===== config.mk =====
export PLATFORM = sky130hd
export DESIGN_NAME = hazard_ctrl
export DESIGN_NICKNAME = d
export VERILOG_FILES = /design/src/rtl/hazard_ctrl.sv
export SDC_FILE = /design/constraint.sdc
export NUM_CORES = 1
export LEC_CHECK = 0
export ABC_AREA = 0
export CAP_MARGIN = 20
export CORE_MARGIN = 2
export CORE_UTILIZATION = 25
export CTS_BUF_LIST = sky130_fd_sc_hd__clkbuf_8
export DETAILED_ROUTE_END_ITERATION = 7
export PLACE_DENSITY = 0.63
export SLEW_MARGIN = 20
export SYNTH_ARGS = -nofsm -noshare
export SYNTH_HDL_FRONTEND = slang
export SYNTH_SLANG_ARGS = --single-unit

===== constraint.sdc =====
create_clock -name clk -period 2.05 [get_ports clk]
set_clock_uncertainty 0.1 [all_clocks]
set_input_delay 0.41 -clock clk [delete_from_list [all_inputs] [get_ports clk]]
set_output_delay 0.41 -clock clk [all_outputs]
set_load 0.02 [all_outputs]

===== src/rtl/hazard_ctrl.sv =====
// Pipeline hazard controller: load-use stalls, redirect flushes and a memory-wait FSM.
// Define HAZARD_PERF_CNT_EN to add the stall/flush/wait performance counters.
module hazard_ctrl #(
   parameter int unsigned WAIT_LIMIT = 255,
   parameter int unsigned CNT_W      = 8
) (
   input  logic       clk,
   input  logic       rst_n,
   input  logic [4:0] id_rs1,
   input  logic [4:0] id_rs2,
   input  logic       id_uses_rs1,
   input  logic       id_uses_rs2,
   input  logic [4:0] ex_rd,
   input  logic       ex_reg_write,
   input  logic [1:0] ex_result_src,
   input  logic       ex_redirect,
   input  logic       mem_req,
   input  logic       mem_ready,
   output logic       stall_pc,
   output logic       stall_if_id,
   output logic       stall_id_ex,
   output logic       stall_ex_mem,
   output logic       flush_if_id,
   output logic       flush_id_ex,
   output logic [1:0] state,
   output logic       err
`ifdef HAZARD_PERF_CNT_EN
   ,
   output logic [31:0] perf_stall_cnt,
   output logic [31:0] perf_flush_cnt,
   output logic [31:0] perf_wait_cnt
`endif
);

   typedef enum logic [1:0] {
      StRun     = 2'b00,
      StMemWait = 2'b01,
      StErr     = 2'b10
   } state_e;

   localparam logic [CNT_W-1:0] Limit = CNT_W'(WAIT_LIMIT);

   state_e           state_q;
   logic [CNT_W-1:0] cnt_q;
   logic             err_q;

   logic load_use;
   logic mem_stall;
   logic in_run;
   logic lu_stall;
   logic redir_flush;
   logic hold_all;

   assign load_use = (ex_result_src == 2'b01) && ex_reg_write && (ex_rd != 5'd0) &&
                     ((id_uses_rs1 && (id_rs1 == ex_rd)) || (id_uses_rs2 && (id_rs2 == ex_rd)));
   assign mem_stall = mem_req && !mem_ready;
   assign in_run    = (state_q == StRun);

   // Priority in RUN: memory wait, then redirect, then load-use. Other states freeze everything.
   assign lu_stall    = rst_n && in_run && !mem_stall && !ex_redirect && load_use;
   assign redir_flush = rst_n && in_run && !mem_stall && ex_redirect;
   assign hold_all    = rst_n && (!in_run || mem_stall);

   always_comb begin
      stall_pc     = hold_all || lu_stall;
      stall_if_id  = hold_all || lu_stall;
      stall_id_ex  = hold_all;
      stall_ex_mem = hold_all;
      flush_if_id  = redir_flush;
      flush_id_ex  = redir_flush || lu_stall;
   end

   always_ff @(posedge clk) begin
      if (!rst_n) begin
         state_q <= StRun;
         cnt_q   <= '0;
         err_q   <= 1'b0;
      end else begin
         case (state_q)
            StRun: begin
               if (mem_stall) begin
                  state_q <= StMemWait;
                  cnt_q   <= CNT_W'(1);
               end
            end
            StMemWait: begin
               if (mem_ready) begin
                  state_q <= StRun;
                  cnt_q   <= '0;
               end else if (cnt_q == Limit) begin
                  state_q <= StErr;
                  err_q   <= 1'b1;
               end else if (cnt_q < Limit) begin
                  cnt_q <= cnt_q + 1'b1;
               end
            end
            // Unused encoding 2'b11 collapses into ERR.
            default: state_q <= StErr;
         endcase
      end
   end

   assign state = state_q;
   assign err   = err_q;

`ifdef HAZARD_PERF_CNT_EN
   logic [31:0] perf_stall_q;
   logic [31:0] perf_flush_q;
   logic [31:0] perf_wait_q;

   always_ff @(posedge clk) begin
      if (!rst_n) begin
         perf_stall_q <= '0;
         perf_flush_q <= '0;
         perf_wait_q  <= '0;
      end else begin
         if (lu_stall)                perf_stall_q <= perf_stall_q + 32'd1;
         if (redir_flush)             perf_flush_q <= perf_flush_q + 32'd1;
         if (state_q == StMemWait)    perf_wait_q  <= perf_wait_q + 32'd1;
      end
   end

   assign perf_stall_cnt = perf_stall_q;
   assign perf_flush_cnt = perf_flush_q;
   assign perf_wait_cnt  = perf_wait_q;
`endif

endmodule


==> results.sh <==
export IMPL_outcome="complete, but fails checks"
export IMPL_failed_checks="setup timing"
export IMPL_grt_first_pass_wirelength_mm=3.732
export IMPL_die_w_um=60.55
export IMPL_power_share_combinational_pct=25.9
export IMPL_hpwl_mm=1.820
export IMPL_worstSetupPathType="input pin to output pin"
export IMPL_synth_common_cells="11 x dfxtp_1, 8 x xor2_1, 6 x nor2_1"
export IMPL_overflow=0
export IMPL_p_leak_nw=0.5477
export IMPL_gp_congestion=0.7718
export IMPL_seq_power_share_pct=37.2
export IMPL_viasPerCell=4.733
export IMPL_crit_slowest_cell="or4_4"
export IMPL_drive_gt1_share_pct=29.37
export IMPL_post_synth_top_count_cell="dfxtp_1"
export IMPL_start_util_pct=26.19
export IMPL_holdWs_ns=0.3824
export IMPL_hold_path_class="flip-flop to flip-flop"
export IMPL_maxCapViolCount=0
export IMPL_critPathLaunchType="input pin"
export IMPL_fin_ws_ns=-0.06737
export IMPL_cp_arrival_ns=1.61
export IMPL_ys_ff_latch=11
export IMPL_clk_pin_slew_ns=0.05
export IMPL_cp_top_family="simple AND/OR/NAND/NOR gates"
export IMPL_cts_max_level=1
export IMPL_vias=885
export IMPL_ir_drop_mv=0.3591
export IMPL_nets=170
export IMPL_rows=20
export IMPL_crit_required_ns=1.54
export IMPL_path_max_fanout=2
export IMPL_antennaDiodeCount=0
export IMPL_ys_warn_count=0
export IMPL_antenna_found_initial=0
export IMPL_wl_mm=2.346
export IMPL_clock_path_buffers=2
export IMPL_drv_slew=0
export IMPL_ys_async_sr_fraction_pct=0
export IMPL_path_cells="buf_8 > or4_4 > o211ai_1 > buf_4 > o21bai_4 > buf_6"
export IMPL_grt_usage_pct=13.80
export IMPL_dieArea_mm2=0.003666
export IMPL_avgRoutedWirePerCell_um=12.55
export IMPL_top_level_ports=34
export IMPL_drtIter0Drc=9
export IMPL_clock_latency_ns=0.24
export IMPL_tightest_slew_ns=0.3925
export IMPL_switchingPower_uw=161.2
export IMPL_power_internal_uw=432.1
export IMPL_syn2layout_area_growth_pct=70.11
export IMPL_power_share_clock_pct=36.9
export IMPL_cts_made_buffers=3
export IMPL_fmax_mhz=472.3
export IMPL_synth_seq_area_share_pct=27.54
export IMPL_synth_edf_count=0
export IMPL_cts_tree="done"
export IMPL_grt_max_degree=12
export IMPL_fin_crit_ns=2.117
export IMPL_setup_violations=3
export IMPL_clock_sinks=11
export IMPL_rsz0062_at_grt="true"
export IMPL_switching_share_pct=27.17
export IMPL_first_global_vias=880
export IMPL_cpPeakStageDelay_ns=0.52
export IMPL_die_h_um=60.55
export IMPL_crit_path_end_kind="output pin"
export IMPL_final_hold_violation_count=0
export IMPL_synth_top_area_share_pct=27.54
export IMPL_synthCells=96
export IMPL_drc=0
export IMPL_slew_headroom_pct=73.78
export IMPL_core_area_mm2=0.003053
export IMPL_portBuffers=33
export IMPL_fin_crit_sh_pct=103.3
export IMPL_drt_pass1_iterations=4
export IMPL_syn_nets=122
export IMPL_drtAntennaViolNets=0
export IMPL_cts_root_buf="clkbuf_8"
export IMPL_utilization_pct=44.55
export IMPL_power_density_mw_per_mm2=436.2
export IMPL_synthesis_area_um2=799.5
export IMPL_path_buf_inv=3
export IMPL_synthFlopType="dfxtp_1"
export IMPL_ys_types=45
export IMPL_yosysTopAreaCell="dfxtp_1"
export IMPL_syn_area_per_cell_um2=8.328
export IMPL_ys_top_cells_by_area="dfxtp_1 28%, xor2_1 8.8%, or4_1 3.8%"
## layout make-up
cell class | count | area (um2)
timing repair buffer | 47 | 419.2
clock inverter | 1 | 3.754
multi-input combinational | 78 | 609.3
clock buffer | 3 | 41.29
sequential | 11 | 220.2
inverter | 3 | 11.26
fill | 320 | 1693
tap | 44 | 55.05
## worst paths after layout
check | cells past startpoint | to | startpoint | slack, ns
setup / recovery | 6 | stall_if_id | ex_rd[1] | -0.07
hold / removal | 2 | err$_SDFFE_PN0P_ | err$_SDFFE_PN0P_ | 0.38
setup reg to reg | 5 | cnt_q[0]$_SDFFE_PN0P_ | cnt_q[0]$_SDFFE_PN0P_ | 0.21
hold reg to reg | 2 | err$_SDFFE_PN0P_ | err$_SDFFE_PN0P_ | 0.38
## state kept, by name (all words and copies together), names as in the netlist
name / cells
err: 1
cnt_q: 8
state: 2
## power groups by stage
stage	clock network [mW]	registers, mW	logic [mW]
after detailed placement	0	0.225	0.152
after CTS	0.228	0.220	0.151
after global routing	0.235	0.221	0.166
after global placement	0	0.225	0.151
after floorplan	0	0.225	0.0613
final	0.219	0.221	0.154
## logic make-up after synthesis
kind of cell / share of synthesized area, %
AND/OR/NAND/NOR: 32.24
flip-flops: 27.54
buffers and inverters: 4.380
adder cells (fa/ha/maj): 1.565
AO/OA/AOI/OAI: 22.06
multiplexers: 1.252
XOR/XNOR: 10.96
## tightest hold or removal path: cells and delay by family (launching register included)
family,cells,cell delay [ns]
AND/OR/NAND/NOR,2,0.12
flip-flops,1,0.33
## metrics by stage
step	setup slack, ns	instances	power [mW]	TNS (ns)	cell area, um2
CTS	-0.07591	186	0.5996	-0.1792	1343
global placement	-0.7415	182	0.3754	-4.176	1265
finish	-0.06737	187	0.5933	-0.1775	1360
detailed placement	-0.8264	182	0.3766	-4.465	1265
global route	-0.1286	187	0.6227	-0.3406	1360
floorplan	0.02085	96	0.2864	0	805.8
## layout by cell type (no fill, tap or decap), drive strengths merged, types with 3 or more instances in the layout
master         instances
clkdlybuf4s15          6
buf                   21
nor2                   6
o31ai                  3
and2                   3
clkdlybuf4s50          7
or4                    4
xor2                   8
dlymetal6s2s           3
nand2                  5
nand3                  5
o21ai                  4
dfxtp                 11
nor3                   4
clkbuf                 6
a21oi                  3
inv                    4
dlygate4sd2            7
## per-layer routing
metal	share of wire [%]	up-vias	global-route usage, %
met3	2.8	5	3.838
met4	1.4	0	4.658
met1	43	414	17.25
li1	-	454	-
met5	0	-	0
met2	53	12	22.98
## timing repair
action / 4_1_cts / 5_1_grt
gates cloned: 0 / 0
pin swaps: 14 / 10
endpoints found under the setup margin: 6 / 3
resized for setup: 69 / 11
buffers inserted: 1 / 1
hold buffers: 0 / 0
Power figures use the tool's default switching activity.
==> RTL change (same flow settings) <==
Add a define of `HAZARD_PERF_CNT_EN`.
--- a/src/rtl/hazard_ctrl.sv
+++ b/src/rtl/hazard_ctrl.sv
@@ -2,2 +2,4 @@
 // Define HAZARD_PERF_CNT_EN to add the stall/flush/wait performance counters.
+`define HAZARD_PERF_CNT_EN
+
 module hazard_ctrl #(
Formal check against the unedited RTL (old outputs only; new: perf_flush_cnt, perf_stall_cnt and perf_wait_cnt): equivalent (equiv_simple and equiv_induct, registers matched by name and starting in step).
==> RTL change against the original RTL <==
Synthesized area rose to 6.7 times the old value. Non-clock buffer count up 146. Sequential power rose to 9.5 times the old value. Sequential cell count up 96. Power rose to 6.0 times the old value. Critical path depth up 1. Wire length rose to 6.6 times the old value. The run still ends with negative setup slack left. Cell area rose to 5.7 times the old value. Final cell count rose to 5.8 times the old value. Worst setup slack worse by 140 ps. Via count rose to 5.9 times the old value.
==> RTL change: results (changes against the original RTL) <==
| Metric | Value |
|---|---|
| Status | finished with violations |
| Failing checks | negative setup slack |
| Top cells by area, synth | dfxtp_1 (40%), xor2_1 (5.1%), nor2_1 (4.1%) |
| Initial DRC Count | 246 (+237) |
| Worst vdd ir | 0.000285 V (-21%) |
| Vias/cell | 4.83 (+2.1%) |
| Metal-1 WL | 7320 um (+630%) |
| Worst skew pair latency | 390 ps (+150 ps) |
| DP Worst Slack | -1150 ps (-328 ps) |
| Synth top cells by count | dfxtp_1 (107), nor2_1 (59), nand2_1 (46) |
| H-Tree Depth | 3 (+2) |
| Netlist cell types | 44 (-2.2%) |
| Leak | 3.00 nW (+450%) |
| Worst setup margin | -206 ps (-139 ps) |
| Arrival time of the worst setup path | 1750 ps (+140 ps) |
| GP Congestion | 0.792 (+2.6%) |
| Vias in the first global route | 4,808 (+450%) |
| FILL cells | 2,158 (+570%) |
| CP max FO | 3 (+1) |
| Max-slew headroom | 42.0% (-32 points) |
| Largest net degree at the start of global routing | 76 (+64) |
| Top Metal Used | met5 |
| Psw | 0.000909 W (+460%) |
| Total CTS buffers | 9 (+6) |
| HP Class | input pin to flip-flop |
| Final setup viols | 10 (+7) |
| Final wirelength | 15,500 um (+560%) |
| Final Net Count | 828 (+390%) |
| Post-synthesis sequential area ratio | 40.0% (+12 points) |
| DP Wirelength | 11,100 um (+510%) |
| First-pass GRT wire length | 24,900 um (+570%) |
| Tot GR Track Use | 13.8% (+0.018 points) |
[RTL change: path summary, 6_finish.rpt]
check / end / slack, ps / depth (start not counted)
worst max-delay path: flush_id_ex / -210 / 7
worst min-delay path: state[0] / 220 / 3
worst max register to register: perf_stall_cnt[5] / -90 / 9
worst min register to register: err / 400 / 2
[RTL change: worst max-delay path: stages]
cell and delay (ps):
clkdlybuf4s50_1 390, and3b_2 250, o21a_1 140, nand2_1 70, or2_4 270, nand2b_1 100, buf_6 130
[RTL change: final cells by class]
class,count,share of cell area [%]
Timing Repair Buffer,193,23.5
Sequential cell,107,28.0
Tap cell,275,4.47
Clock buffer,10,1.79
Clock inverter,5,0.390
Antenna cell,1,0.0325
Inverter,7,0.341
Multi-Input combinational cell,481,41.5
[RTL change: metal layers]
| layer | GRT usage (%) | up-vias |
|---|---|---|
| met4 | 2.88 | 2 |
| met5 | 0 | - |
| met1 | 18.5 | 2450 |
| li1 | - | 2633 |
| met3 | 5.36 | 12 |
| met2 | 21.1 | 115 |
[RTL change: power groups by stage]
stage | combinational, W | sequential [W] | clock (W)
4_1_cts | 0.000287 | 0.00210 | 0.00126
5_1_grt | 0.000315 | 0.00210 | 0.00134
2_1_floorplan | 0.000136 | 0.00215 | 0
6_report | 0.000286 | 0.00210 | 0.00120
3_5_place_dp | 0.000285 | 0.00214 | 0
3_3_place_gp | 0.000282 | 0.00214 | 0
[RTL change: timing repair]
action,4_1_cts,5_1_grt
setup buffers,11,2
gates cloned,0,0
hold buffers,0,0
endpoints found under the setup margin,50,52
pin swaps,20,6
resized for setup,91,31
[RTL change: logic make-up (layout without fill, tap and decap cells)]
logic type | Yosys count | after routing | synth area share [%]
simple gates | 312 | 312 | 33.1
flops | 107 | 107 | 40.0
compound gates | 93 | 93 | 10.7
xor+xnor | 53 | 53 | 8.67
buf+inv | 39 | 215 | 3.04
mux | 19 | 19 | 3.55
fa+ha+maj | 4 | 4 | 0.934
other cells | 0 | 1 | 0
[RTL change: per-stage QoR]
step	instances	utilization, %	total power, W	area (um^2)	setup TNS, ps
after CTS	1076	36.0	0.00365	7570	-721
after floorplan	627	-	0.00229	5410	-592
final	1079	36.6	0.00358	7700	-1390
after global placement	1059	35.0	0.00243	7370	-37230
after global routing	1078	36.6	0.00376	7690	-2860
after detailed placement	1059	35.0	0.00243	7370	-38020
